===== config.mk =====
export PLATFORM = sky130hd
export DESIGN_NAME = multicycle_control_unit_flat
export DESIGN_NICKNAME = d
export VERILOG_FILES = /design/src/rtl/rv_ctrl_pkg.sv /design/src/rtl/multicycle_control_unit_if.sv /design/src/rtl/rv_alu_decoder.sv /design/src/rtl/multicycle_control_unit.sv /design/src/flat_wrapper.sv
export SDC_FILE = /design/constraint.sdc
export NUM_CORES = 1
export LEC_CHECK = 0
export CAP_MARGIN = 20
export CORE_MARGIN = 10
export CORE_UTILIZATION = 48
export DETAILED_ROUTE_END_ITERATION = 7
export PLACE_DENSITY = 0.82
export SLEW_MARGIN = 15
export SYNTH_ARGS = -nofsm -noshare
export SYNTH_HDL_FRONTEND = slang
export SYNTH_SLANG_ARGS = --single-unit

===== constraint.sdc =====
create_clock -name clk -period 2.5 [get_ports clk]
set_input_delay 0.625 -clock clk [delete_from_list [all_inputs] [get_ports clk]]
set_output_delay 0.625 -clock clk [all_outputs]
set_load 0.02 [all_outputs]

===== src/rtl/rv_ctrl_pkg.sv =====
// Shared opcodes, ALU codes and FSM state type
// for the multicycle control unit.
package rv_ctrl_pkg;

  localparam logic [6:0] OP_R     = 7'b0110011;
  localparam logic [6:0] OP_IMM   = 7'b0010011;
  localparam logic [6:0] OP_LOAD  = 7'b0000011;
  localparam logic [6:0] OP_STORE = 7'b0100011;

  localparam logic [6:0] F7_BASE   = 7'b0000000;
  localparam logic [6:0] F7_ALT    = 7'b0100000;
  localparam logic [6:0] F7_MULDIV = 7'b0000001;

  localparam logic [3:0] ALU_ADD  = 4'b0000;
  localparam logic [3:0] ALU_SLL  = 4'b0001;
  localparam logic [3:0] ALU_SUB  = 4'b0010;
  localparam logic [3:0] ALU_SLT  = 4'b0011;
  localparam logic [3:0] ALU_SLTU = 4'b1011;
  localparam logic [3:0] ALU_XOR  = 4'b0100;
  localparam logic [3:0] ALU_SRL  = 4'b0101;
  localparam logic [3:0] ALU_SRA  = 4'b1001;
  localparam logic [3:0] ALU_OR   = 4'b0110;
  localparam logic [3:0] ALU_AND  = 4'b0111;
  localparam logic [3:0] ALU_MUL  = 4'b1000;

  typedef enum logic [2:0] {
    FETCH,
    DECODE,
    EXECUTE,
    MEMORY,
    WRITEBACK
  } state_t;

  // funct3 to op for the base (funct7 = 0) form
  function automatic logic [3:0] base_alu(
    input logic [2:0] f3
  );
    logic [3:0] a;
    case (f3)
      3'd0:    a = ALU_ADD;
      3'd1:    a = ALU_SLL;
      3'd2:    a = ALU_SLT;
      3'd3:    a = ALU_SLTU;
      3'd4:    a = ALU_XOR;
      3'd5:    a = ALU_SRL;
      3'd6:    a = ALU_OR;
      default: a = ALU_AND;
    endcase
    return a;
  endfunction

endpackage


===== src/rtl/multicycle_control_unit_if.sv =====
// Instruction handshake, memory/MDU status and
// control strobes of the multicycle control unit.
interface multicycle_control_unit_if;

  logic        instr_valid;
  logic        instr_ready;
  logic [31:0] instr;
  logic        mem_ack;
  logic        mdu_done;
  logic [3:0]  alu_control;
  logic        alu_src_imm;
  logic        regwrite;
  logic        mem_read;
  logic        mem_write;
  logic        pc_advance;
  logic        illegal_instr;
  logic        mem_err;

  modport master (
    output instr_valid,
    output instr,
    output mem_ack,
    output mdu_done,
    input  instr_ready,
    input  alu_control,
    input  alu_src_imm,
    input  regwrite,
    input  mem_read,
    input  mem_write,
    input  pc_advance,
    input  illegal_instr,
    input  mem_err
  );

  modport slave (
    input  instr_valid,
    input  instr,
    input  mem_ack,
    input  mdu_done,
    output instr_ready,
    output alu_control,
    output alu_src_imm,
    output regwrite,
    output mem_read,
    output mem_write,
    output pc_advance,
    output illegal_instr,
    output mem_err
  );

endinterface


===== src/rtl/rv_alu_decoder.sv =====
// Combinational opcode/funct3/funct7 decoder.
// MUL decodes only with CU_MULDIV_EN defined.
module rv_alu_decoder
  import rv_ctrl_pkg::*;
#(
  parameter int SRA_EN = 1
) (
  input  logic [6:0] opcode,
  input  logic [2:0] funct3,
  input  logic [6:0] funct7,
  output logic [3:0] alu_control,
  output logic       alu_src_imm,
  output logic       illegal
);

  logic is_r;
  logic is_imm;
  logic is_ld;
  logic is_st;
  logic f7_base;
  logic f7_alt;
  logic f7_mul;
  logic sra_ok;

  assign is_r    = (opcode == OP_R);
  assign is_imm  = (opcode == OP_IMM);
  assign is_ld   = (opcode == OP_LOAD);
  assign is_st   = (opcode == OP_STORE);
  assign f7_base = (funct7 == F7_BASE);
  assign f7_alt  = (funct7 == F7_ALT);
  assign f7_mul  = (funct7 == F7_MULDIV);
  assign sra_ok  = (SRA_EN != 0);

  always_comb begin
    alu_control = ALU_ADD;
    alu_src_imm = 1'b0;
    illegal     = 1'b0;
    unique case (1'b1)
      is_r: begin
        unique case (1'b1)
          f7_base: alu_control = base_alu(funct3);
          f7_alt: begin
            if (funct3 == 3'd0)
              alu_control = ALU_SUB;
            else if (funct3 == 3'd5 && sra_ok)
              alu_control = ALU_SRA;
            else
              illegal = 1'b1;
          end
          f7_mul: begin
`ifdef CU_MULDIV_EN
            if (funct3 == 3'd0)
              alu_control = ALU_MUL;
            else
              illegal = 1'b1;
`else
            illegal = 1'b1;
`endif
          end
          default: illegal = 1'b1;
        endcase
      end
      is_imm: begin
        alu_src_imm = 1'b1;
        alu_control = base_alu(funct3);
        // imm[11:5] only qualifies the shift forms
        if (funct3 == 3'd1 && !f7_base)
          illegal = 1'b1;
        if (funct3 == 3'd5) begin
          if (f7_alt && sra_ok)
            alu_control = ALU_SRA;
          else if (!f7_base)
            illegal = 1'b1;
        end
      end
      is_ld: begin
        alu_src_imm = 1'b1;
        illegal = (funct3 == 3'd3)
               || (funct3 > 3'd5);
      end
      is_st: begin
        alu_src_imm = 1'b1;
        illegal = (funct3 > 3'd2);
      end
      default: illegal = 1'b1;
    endcase
  end

endmodule


===== src/rtl/multicycle_control_unit.sv =====
// Multicycle FSM control unit with memory timeout.
// Optional MUL support: define CU_MULDIV_EN.
module multicycle_control_unit
  import rv_ctrl_pkg::*;
#(
  parameter int MEM_TIMEOUT = 16,
  parameter int SRA_EN      = 1
) (
  input logic clk,
  input logic rst,
  multicycle_control_unit_if.slave bus
);

  localparam logic [7:0] CNT_LAST =
    8'(MEM_TIMEOUT - 1);

  state_t     state;
  logic [6:0] op_q;
  logic [2:0] f3_q;
  logic [6:0] f7_q;
  logic [7:0] cnt;
  logic [3:0] alu_q;
  logic       imm_q;
  logic       ready_q;
  logic       rw_q;
  logic       rd_q;
  logic       wr_q;

  logic [3:0] dec_alu;
  logic       dec_imm;
  logic       dec_ill;
  logic       is_load;
  logic       is_store;
  logic       mdu_wait;
  logic       tmo;
  logic       unused_ok;

  rv_alu_decoder #(
    .SRA_EN (SRA_EN)
  ) u_dec (
    .opcode      (op_q),
    .funct3      (f3_q),
    .funct7      (f7_q),
    .alu_control (dec_alu),
    .alu_src_imm (dec_imm),
    .illegal     (dec_ill)
  );

  assign is_load  = (op_q == OP_LOAD);
  assign is_store = (op_q == OP_STORE);
  assign tmo      = (cnt == CNT_LAST);

`ifdef CU_MULDIV_EN
  assign mdu_wait = (alu_q == ALU_MUL)
                 && !bus.mdu_done;
  assign unused_ok = ^{bus.instr[24:15],
                       bus.instr[11:7]};
`else
  assign mdu_wait = 1'b0;
  assign unused_ok = ^{bus.instr[24:15],
                       bus.instr[11:7],
                       bus.mdu_done};
`endif

  always_ff @(posedge clk or posedge rst) begin
    if (rst) begin
      state   <= FETCH;
      op_q    <= '0;
      f3_q    <= '0;
      f7_q    <= '0;
      cnt     <= '0;
      alu_q   <= ALU_ADD;
      imm_q   <= 1'b0;
      ready_q <= 1'b1;
      rw_q    <= 1'b0;
      rd_q    <= 1'b0;
      wr_q    <= 1'b0;
    end else begin
      rw_q <= 1'b0;
      unique case (state)
        FETCH: begin
          if (bus.instr_valid) begin
            op_q    <= bus.instr[6:0];
            f3_q    <= bus.instr[14:12];
            f7_q    <= bus.instr[31:25];
            ready_q <= 1'b0;
            state   <= DECODE;
          end
        end
        DECODE: begin
          if (dec_ill) begin
            ready_q <= 1'b1;
            state   <= FETCH;
          end else begin
            alu_q <= dec_alu;
            imm_q <= dec_imm;
            state <= EXECUTE;
          end
        end
        EXECUTE: begin
          if (is_load || is_store) begin
            cnt   <= '0;
            rd_q  <= is_load;
            wr_q  <= is_store;
            state <= MEMORY;
          end else if (!mdu_wait) begin
            rw_q  <= 1'b1;
            state <= WRITEBACK;
          end
        end
        MEMORY: begin
          cnt <= cnt + 8'd1;
          // ack takes priority over a timeout
          if (bus.mem_ack || tmo) begin
            rd_q <= 1'b0;
            wr_q <= 1'b0;
            if (bus.mem_ack && is_load) begin
              rw_q  <= 1'b1;
              state <= WRITEBACK;
            end else begin
              ready_q <= 1'b1;
              state   <= FETCH;
            end
          end
        end
        WRITEBACK: begin
          ready_q <= 1'b1;
          state   <= FETCH;
        end
        default: begin
          ready_q <= 1'b1;
          state   <= FETCH;
        end
      endcase
    end
  end

  assign bus.instr_ready = ready_q;
  assign bus.alu_control = alu_q;
  assign bus.alu_src_imm = imm_q;
  assign bus.regwrite    = rw_q;
  assign bus.mem_read    = rd_q;
  assign bus.mem_write   = wr_q;

  assign bus.illegal_instr =
    (state == DECODE) && dec_ill;

  assign bus.mem_err =
    (state == MEMORY) && !bus.mem_ack && tmo;

  assign bus.pc_advance =
    ((state == DECODE) && dec_ill)
    || (state == WRITEBACK)
    || ((state == MEMORY) && bus.mem_ack
        && is_store)
    || bus.mem_err;

endmodule

===== src/flat_wrapper.sv =====
// flat-port wrapper written by rule: the top's interface ports become plain ports
module multicycle_control_unit_flat import rv_ctrl_pkg::*;
#(
  parameter int MEM_TIMEOUT = 16,
  parameter int SRA_EN      = 1
)
  (clk, rst, bus_instr_valid, bus_instr, bus_mem_ack, bus_mdu_done, bus_instr_ready, bus_alu_control, bus_alu_src_imm, bus_regwrite, bus_mem_read, bus_mem_write, bus_pc_advance, bus_illegal_instr, bus_mem_err);
  multicycle_control_unit_if bus_i ();
  input logic clk;
  input logic rst;
  input wire logic [$bits(bus_i.instr_valid)-1:0] bus_instr_valid;
  input wire logic [$bits(bus_i.instr)-1:0] bus_instr;
  input wire logic [$bits(bus_i.mem_ack)-1:0] bus_mem_ack;
  input wire logic [$bits(bus_i.mdu_done)-1:0] bus_mdu_done;
  output wire logic [$bits(bus_i.instr_ready)-1:0] bus_instr_ready;
  output wire logic [$bits(bus_i.alu_control)-1:0] bus_alu_control;
  output wire logic [$bits(bus_i.alu_src_imm)-1:0] bus_alu_src_imm;
  output wire logic [$bits(bus_i.regwrite)-1:0] bus_regwrite;
  output wire logic [$bits(bus_i.mem_read)-1:0] bus_mem_read;
  output wire logic [$bits(bus_i.mem_write)-1:0] bus_mem_write;
  output wire logic [$bits(bus_i.pc_advance)-1:0] bus_pc_advance;
  output wire logic [$bits(bus_i.illegal_instr)-1:0] bus_illegal_instr;
  output wire logic [$bits(bus_i.mem_err)-1:0] bus_mem_err;
  assign bus_i.instr_valid = bus_instr_valid;
  assign bus_i.instr = bus_instr;
  assign bus_i.mem_ack = bus_mem_ack;
  assign bus_i.mdu_done = bus_mdu_done;
  assign bus_instr_ready = bus_i.instr_ready;
  assign bus_alu_control = bus_i.alu_control;
  assign bus_alu_src_imm = bus_i.alu_src_imm;
  assign bus_regwrite = bus_i.regwrite;
  assign bus_mem_read = bus_i.mem_read;
  assign bus_mem_write = bus_i.mem_write;
  assign bus_pc_advance = bus_i.pc_advance;
  assign bus_illegal_instr = bus_i.illegal_instr;
  assign bus_mem_err = bus_i.mem_err;
  multicycle_control_unit #(.MEM_TIMEOUT(MEM_TIMEOUT), .SRA_EN(SRA_EN)) u_core (.clk(clk), .rst(rst), .bus(bus_i));
endmodule

# Word level (Yosys, flattened, before mapping)
# Cells that the tools add are included.
dict set report classes {
  add_sub_neg 1
  n_mul 0
  n_div 0
  n_lt_le_gt_ge 2
  n_eq_ne 21
  shift 0
  n_mux 38
  bitwise_logic 2
  n_reduce_logical 26
}
# op count
set ops {}
lappend ops {{$pmux W4 S7} 1}
lappend ops {{$eq A7 B6 Y1 const B} 3}
lappend ops {{$mux W1} 17}
lappend ops {{$mux W4} 4}
lappend ops {{$pmux W4 S2} 2}
lappend ops {{$pmux W8 S2} 1}
lappend ops {{$eq A3 B2 Y1 const B} 4}
lappend ops {{$eq A3 B3 Y1 const B} 4}
lappend ops {{$mux W3} 4}
lappend ops {{$pmux W3 S4} 1}
lappend ops {{$add A8 B1 Y8 const B} 1}
lappend ops {{$eq A8 B4 Y1 const B} 1}
lappend ops {{$mux W8} 1}
lappend ops {{$pmux W1 S2} 4}
lappend ops {{$pmux W1 S4} 2}
lappend ops {{$reduce_and A2 Y1} 4}
lappend ops {{$eq A7 B2 Y1 const B} 1}
lappend ops {{$eq A7 B5 Y1 const B} 1}
lappend ops {{$logic_and A1 B1 Y1} 7}
lappend ops {{$logic_not A7 Y1} 1}
lappend ops {{$eq A3 B1 Y1 const B} 2}
lappend ops {{$logic_not A3 Y1} 2}
lappend ops {{$logic_or A1 B1 Y1} 6}
lappend ops {{$ne A2 B1 Y1 const B} 3}
lappend ops {{other kinds (10)} 13}
dict set report word_totals {
  regBits 37
  latch_bits 0
  mem_bits_rw 0
  mem_bits_ro 0
  inputBits 37
  out_inout_bits 12
  wordCells 101
  mem_count 0
}

# Longest topological paths before layout
# Gate-level depths: netlist of run 1.
dict set report depth {
  ltp_word 12
  mapped_depth 6
  ltp_nobuf 5
}

# Modules after synthesis
# From an unflattened synthesis of run 1, not the netlist that was laid out.
dict set report unflattened {
  cells_unflattened 172
  area_unflattened_um2 1971.9
}
# mod instances cells_per_inst area_each_um2 seq_area_each_um2
set modules_own_cells {}
lappend modules_own_cells {multicycle_control_unit 1 135 1705.4 927.1}
lappend modules_own_cells {rv_alu_decoder 1 37 266.5 0.0}

# Least setup slack after synthesis of run 1
# Ideal clock, no wire load.
dict set report synth_path {
  path_type {register to output}
  from {register u_core.f7_q[6]}
  to {output port bus_pc_advance}
  arrival_time_ns 1.884
  t_required_ns 1.875
  setup_slack_ns -0.009
  stages_incl_launch_ff 6
  n_path_buf 0
  cell_sequence {dfrtp_1 or4_4 nor3_4 a31oi_2 nor4_1 o221ai_1}
}
dict set report synth_between {
  elab_chain_cells 12
  word_cells_on_any_way 14
  classes_between {eq/ne: 1; mux: 6; reduce/logical: 7}
}
# element line
set synth_lines {}
lappend synth_lines {{from (decl)} multicycle_control_unit.sv:20} ;# logic [6:0] f7_q;
lappend synth_lines {{from (signal assigned)} multicycle_control_unit.sv:85} ;# f7_q <= bus.instr[31:25];
lappend synth_lines {{$logic_not A7 Y1} rv_alu_decoder.sv:29} ;# assign f7_base = (funct7 == F7_BASE);
lappend synth_lines {{$logic_not A1 Y1} --}
lappend synth_lines {{$logic_and A1 B1 Y1} rv_alu_decoder.sv:67} ;# if (funct3 == 3'd1 && !f7_base)
lappend synth_lines {{$mux W1} rv_alu_decoder.sv:67}
lappend synth_lines {{$mux W1} rv_alu_decoder.sv:72} ;# else if (!f7_base)
lappend synth_lines {{$mux W1} rv_alu_decoder.sv:70} ;# if (f7_alt && sra_ok)
lappend synth_lines {{$mux W1} rv_alu_decoder.sv:69} ;# if (funct3 == 3'd5) begin
lappend synth_lines {{$pmux W1 S4 *} rv_alu_decoder.sv:38} ;# unique case (1'b1)
lappend synth_lines {{$logic_and A1 B1 Y1 *} multicycle_control_unit.sv:152} ;# ((state == DECODE) && dec_ill)
lappend synth_lines {{$logic_or A1 B1 Y1 *} multicycle_control_unit.sv:153} ;# || (state == WRITEBACK)
lappend synth_lines {{$logic_or A1 B1 Y1 *} multicycle_control_unit.sv:154} ;# || ((state == MEMORY) && bus.mem_ack
lappend synth_lines {{$logic_or A1 B1 Y1 *} multicycle_control_unit.sv:156} ;# || bus.mem_err;
lappend synth_lines {{to (decl)} flat_wrapper.sv:21} ;# output wire logic [$bits(bus_i.pc_advance)-1:0] bus_pc_advance;
# Mark *: on every way between the ends. The rest lies on a longest branch, timed or not.

# Final worst setup path of run 1
dict set report layout_path {
  from {register u_core.f7_q[3]}
  to {output port bus_pc_advance}
}
# The elaborated chain is that of the path after synthesis.

==> results_dict.tcl, run 1 <==
set metrics [dict create \
    core_area_mm2 0.003661 \
    start_util 0.4935 \
    grt_overflow 0 \
    end_kind "primary output" \
    cp.required_ns 1.88 \
    netlist_area_mm2 0.001807 \
    synthDistinctLibCells 44 \
    crit_type "register to primary output" \
    finalMaxSlewViolations 0 \
    async_flop_share 1.000 \
    power.density_mw_per_mm2 670.4 \
    dr.pass1.iters 4 \
    vias 1542 \
    synth_nets 208 \
    grt_pass1_vias 1636 \
    wl_um 4470 \
    nets 272 \
    peakVddDrop_uv 408.0 \
    grt_first_pass_wirelength_um 7838 \
    remaining_drc_errors 0 \
    critPathLaunchType "register" \
    yosys-top-cells-area "dfrtp_1 (50%), mux2_2 (11%), o21ai_0 (5.5%)" \
    detail-route-antenna-nets 0 \
    timing.hold.ws_ns 0.4905 \
    area_growth_pct 40.30 \
    cts.clk_slew.worst_paths_ns 0.07 \
    clock_sinks 37 \
    maxCapViolCount 0 \
    rows 22 \
    die_w_um 81.35 \
    violations "setup timing" \
    ios 49 \
    synth_top_area_cell "dfrtp_1" \
    ys_seq_elements 37 \
    setup_ws_ns -0.3693 \
    synthTopCellsByCount "dfrtp_1 (36), o21ai_0 (20), mux2_2 (18), nand2_1 (13), nor2_1 (12)" \
    reg2reg_from "u_core.f7_q[3]" \
    crit_path_max_fanout 3 \
    fmax_mhz 348.5 \
    period_share 1.148 \
    nFillCells 276 \
    die_y_um 81.35 \
    antenna_cells 0 \
    min_period_ns 2.869 \
    drt_iter0_markers 183 \
    clock_path_buffers 2 \
    setup_tns_ns -0.6788 \
    yosysTopAreaCellShare 0.4986 \
    numPortBuffers 32 \
    relSlewSlack 0.6147 \
    cts_tree "done" \
    synthMostInstantiatedCell "dfrtp_1" \
    grt_antenna_before_repair 0 \
    routabilityCongestion 0.8717 \
    synthCells 170 \
    arrival_ns 2.24 \
    ff2ff_path_depth 6 \
    insertion_delay_ns 0.29 \
    tightest_slew_ns 0.5704 \
    setup_violations 2 \
    fin_util 0.6924 \
    startpoint "u_core.f7_q[3]" \
    drive_above_1_share 0.2936 \
    r2r_slack_ns 0.22 \
    cts_buffers 5 \
    synthFlopType "dfrtp_1" \
    holdPathStages 2 \
    synth_edf_count 0 \
    outcome "finished with violations" \
    grt_max_degree 38 \
    holdCritPathClass "register to register" \
    synth_seq_area_share 0.5132 \
    cts_hold_buf 0 \
    final_hold_viol_count 0 \
    routed_via_density 5.449 \
    leakage_nw 1.097 \
    hold_start "u_core.bus.instr_ready" \
    track_usage 0.1502 \
    dpl.hpwl_um 3285 \
    cts-root-buf "clkbuf_8" \
    routedWlPerCell_um 15.80 \
    rsz0062_at_grt "true" \
    ys_warn_count 0 \
    dieArea_mm2 0.006618 \
    syn_avg_cell_area_um2 10.63 \
    cts_max_level 2 \
    skew_ns 0.001399 \
]
==> worst max-delay path, stage by stage, from the launching register on <==
cell and delay (ns):
dfrtp_1 0.38, or4_4 0.55, nor3_4 0.21, a31oi_2 0.13
nor4_1 0.25, buf_4 0.18, o221ai_4 0.10, buf_6 0.15
==> report_power, final <==
part	leakage (nW)	switching [W]	internal, W	total (W)
Sequential	0.467	0.0000606	0.000680	0.000740
Clock	0.0574	0.000218	0.000324	0.000542
Combinational	0.573	0.000195	0.000222	0.000417
==> final cells by class <==
type	instances	area [um^2]	share of cell area
sequential	37	927.1	0.3657
multi-input combinational	120	853.3	0.3366
timing repair buffer	62	544.3	0.2147
clock buffer	6	82.58	0.03258
tap	48	60.06	0.02369
clock inverter	2	37.54	0.01481
inverter	8	30.03	0.01185
==> registers in the layout, indices dropped and copies added (netlist names), 3 cells and up <==
signal,flops
u_core.cnt,8
u_core.f7_q,7
u_core.op_q,7
u_core.bus.alu_control,4
u_core.f3_q,3
u_core.state,3
==> kinds of logic (layout without fill, tap and decap cells) <==
logic type | Yosys count | in the layout | share of synthesized area
compound gates | 38 | 38 | 0.1337
xor+xnor | 3 | 3 | 0.01455
fa+ha+maj | 1 | 1 | 0.006924
buf+inv | 13 | 78 | 0.02770
flops | 37 | 37 | 0.5132
mux | 19 | 19 | 0.1177
simple gates | 59 | 59 | 0.1863
==> per-layer routing <==
layer  routed length (um)  up-vias  GRT usage
met1                 1843      752     0.1724
met4                   82        0    0.05190
met2                 2225       37     0.2488
met5                    0        -          0
met3                  318       10    0.05960
li1                     -      743          -
==> layout by cell type, fill, tap and decap left out, drive strengths merged, types with 4 or more instances in the layout <==
cell           instances
mux2                  18
a21oi                  4
o21ai                 21
nor2                  12
buf                   32
nand3                  4
nor4                   6
nor3                   6
clkdlybuf4s50         29
inv                    8
nand2                 13
clkbuf                 6
dfrtp                 36
==> repair_timing <==
action	CTS	global route
setup endpoints to repair	3	3
pin swaps	2	4
resized for setup	10	4
buffers inserted	1	0
==> per-stage QoR <==
step | cells | power, W | area (um^2) | worst slack (ns)
final | 283 | 0.001700 | 2535 | -0.3693
after global routing | 283 | 0.001786 | 2535 | -0.5034
after CTS | 283 | 0.001701 | 2516 | -0.4872
after detailed placement | 274 | 0.001159 | 2397 | -0.4332
after global placement | 274 | 0.001142 | 2397 | -0.4157
after floorplan | 170 | 0.0009545 | 1813 | 0.01218
==> worst paths after layout <==
check,to
worst min-delay path,u_core.bus.instr_ready
worst max-delay path,bus_pc_advance
max in group asynchronous,u_core.bus.instr_ready
worst min register to register,u_core.bus.instr_ready
worst max register to register,u_core.bus.alu_control[0]
min in group asynchronous,u_core.cnt[1]
Power figures use the tool's default switching activity.
==> run 2, diff against run 1 <==
--- a/config.mk
+++ b/config.mk
@@ -10,7 +10,6 @@
 export CORE_UTILIZATION = 48
 export DETAILED_ROUTE_END_ITERATION = 7
 export PLACE_DENSITY = 0.82
-export SLEW_MARGIN = 15
 export SYNTH_ARGS = -nofsm -noshare
 export SYNTH_HDL_FRONTEND = slang
 export SYNTH_SLANG_ARGS = --single-unit
==> results of run 2 <==
No change in the layout: final DEF, timing and power equal those of run 1.
==> run 3, diff against run 2 <==
--- a/config.mk
+++ b/config.mk
@@ -7,9 +7,10 @@
 export LEC_CHECK = 0
 export CAP_MARGIN = 20
 export CORE_MARGIN = 10
-export CORE_UTILIZATION = 48
+export CORE_UTILIZATION = 62
 export DETAILED_ROUTE_END_ITERATION = 7
-export PLACE_DENSITY = 0.82
+export DONT_BUFFER_PORTS = 1
+export PLACE_DENSITY = 0.8
 export SYNTH_ARGS = -nofsm -noshare
 export SYNTH_HDL_FRONTEND = slang
 export SYNTH_SLANG_ARGS = --single-unit
==> results_dict.tcl, run 3 (synthesized netlist as in run 1, its figures left out) <==
set metrics [dict create \
    cts_tree "done" \
    nFillCells 197 \
    min_period_ns 2.876 \
    numPortBuffers 0 \
    die_w_um 73.98 \
    r2r-end "u_core.bus.alu_src_imm" \
    dr.pass1.iters 5 \
    seqCellArea_um2 927.1 \
    r2r_slack_ns 0.19 \
    drive_above_1_share 0.2742 \
    critPathLaunchType "register" \
    power_frac_seq 0.531 \
    finalMaxSlewViolations 0 \
    layout_common_cells "dfrtp_1 (36), o21ai_0 (20), mux2_2 (18), nand2_1 (13), buf_4 (13)" \
    ios 49 \
    clock_path_buffers 2 \
    grt_overflow 0 \
    ff2ff_path_depth 6 \
    violations "setup timing" \
    clock_sinks 37 \
    area_growth_pct 12.53 \
    multi_input_comb_area_um2 855.8 \
    regMostFlops "u_core.cnt" \
    rsz0062_at_grt "true" \
    grt_pass1_vias 1358 \
    p_total_w 0.001465 \
    setup_tns_ns -0.6877 \
    cp_top_family "simple AND/OR/NAND/NOR gates" \
    largest_reg_flops 8 \
    cts_buffers 5 \
    rows 19 \
    skew_ns 0.01167 \
    dieArea_mm2 0.005473 \
    remaining_drc_errors 0 \
    routed_via_density 6.475 \
    end_kind "primary output" \
    period_share 1.151 \
    grt_antenna_before_repair 0 \
    power.density_mw_per_mm2 720.5 \
    cts_max_level 2 \
    drt_iter0_markers 123 \
    swShare 0.3088 \
    instances_no_fill 217 \
    vias 1405 \
    final_hold_viol_count 0 \
    outcome "finished with violations" \
    dp_cells 207 \
    setup_ws_ns -0.3765 \
    tightest_slew_ns 0.6007 \
    leakage_nw 0.8688 \
    cts.clk_slew.worst_paths_ns 0.13 \
    track_usage 0.1535 \
    critPathBufInv 1 \
    slowest_stage "or4_4" \
    setup_violations 2 \
    cts_hold_buf 0 \
    cpPeakStageDelay_ns 0.56 \
    antenna_cells 0 \
    arrival_ns 2.25 \
    core_area_mm2 0.002781 \
    detail-route-antenna-nets 0 \
    clock_power_share 0.296 \
    die_y_um 73.98 \
    routabilityCongestion 0.8438 \
    crit_type "register to primary output" \
    power.net_switching_w 0.0004524 \
    fmax_mhz 347.6 \
    dpl.hpwl_um 2949 \
    holdCritPathClass "input port to asynchronous set/reset pin" \
    maxCapViolCount 0 \
    insertion_delay_ns 0.36 \
    peakVddDrop_uv 827.7 \
    grt_max_degree 38 \
    reg_top3 "u_core.cnt x8, u_core.f7_q x7, u_core.op_q x7" \
    cp.required_ns 1.88 \
    routedWlPerCell_um 18.65 \
    cts-root-buf "clkbuf_4" \
    wl_um 4046 \
    final_common_cell "dfrtp_1" \
    worstPathCellList "or4_4, nor3_4, a31oi_2, nor4_1, buf_4, o221ai_4" \
    intPower_w 0.001013 \
    grt_first_pass_wirelength_um 6596 \
    nets 223 \
    power_frac_comb 0.173 \
    start_util 0.6496 \
    crit_path_max_fanout 4 \
    reg2reg_from "u_core.f7_q[6]" \
    relSlewSlack 0.5971 \
]
-- run 3: cell types whose count changed in the layout (fill, tap and decap cells not counted), sizes merged --
cell / previous run / this run
clkdlybuf4s50: 29 / 0
buf: 32 / 13
clkinv: 0 / 1
clkbuf: 6 / 5
clkdlybuf4s15: 1 / 0
-- run 3: final cells by class --
| class | instances | area share |
|---|---|---|
| sequential | 37 | 0.4560 |
| multi-input combinational | 120 | 0.4209 |
| timing repair buffer | 13 | 0.04800 |
| clock inverter | 3 | 0.02277 |
| tap | 31 | 0.01908 |
| clock buffer | 5 | 0.01846 |
| inverter | 8 | 0.01477 |
-- run 3: worst max path at each step --
| stage | endpoint | from | slack (ns) | depth (start not counted) |
|---|---|---|---|---|
| 6_report | bus_pc_advance | u_core.f7_q[6] | -0.38 | 6 |
| 5_1_grt | bus_pc_advance | u_core.f7_q[6] | -0.51 | 6 |
| 4_1_cts | bus_pc_advance | u_core.f7_q[6] | -0.44 | 6 |
| 3_5_place_dp | bus_pc_advance | u_core.f7_q[6] | -0.04 | 6 |
| 3_3_place_gp | bus_pc_advance | u_core.f7_q[6] | -0.02 | 6 |
| 2_1_floorplan | bus_pc_advance | u_core.f7_q[6] | 0.01 | 5 |
-- run 3: timing repair --
action	in CTS	in global routing
buffers inserted	2	0
resized for setup	2	0
setup endpoints to repair	2	2
pin swaps	1	1
-- run 3: through the flow --
stage | setup slack, ns | utilization | hold slack [ns] | instance area [um^2]
finish | -0.3765 | 0.7310 | 0.2433 | 2033
global route | -0.5123 | 0.7310 | 0.2529 | 2033
CTS | -0.4351 | 0.7310 | 0.2557 | 2033
detailed placement | -0.04269 | 0.6905 | 0.4930 | 1921
global placement | -0.01778 | 0.6905 | 0.4825 | 1921
floorplan | 0.01218 | - | 0.4728 | 1813
-- run 3: routing by layer --
metal | GRT usage | part of all wire | up-vias
li1 | - | - | 649
met1 | 0.1912 | 0.40 | 685
met2 | 0.2339 | 0.49 | 62
met3 | 0.05851 | 0.096 | 9
met4 | 0.06418 | 0.016 | 0
met5 | 0 | 0 | -
-- run 3: power by group through the flow --
stage	clock network (W)	logic [W]	registers [W]
after floorplan	0	0.000189	0.000766
after global placement	0	0.000233	0.000783
final	0.000433	0.000254	0.000778
after detailed placement	0	0.000245	0.000790
after global routing	0.000465	0.000283	0.000792
after CTS	0.000436	0.000254	0.000779
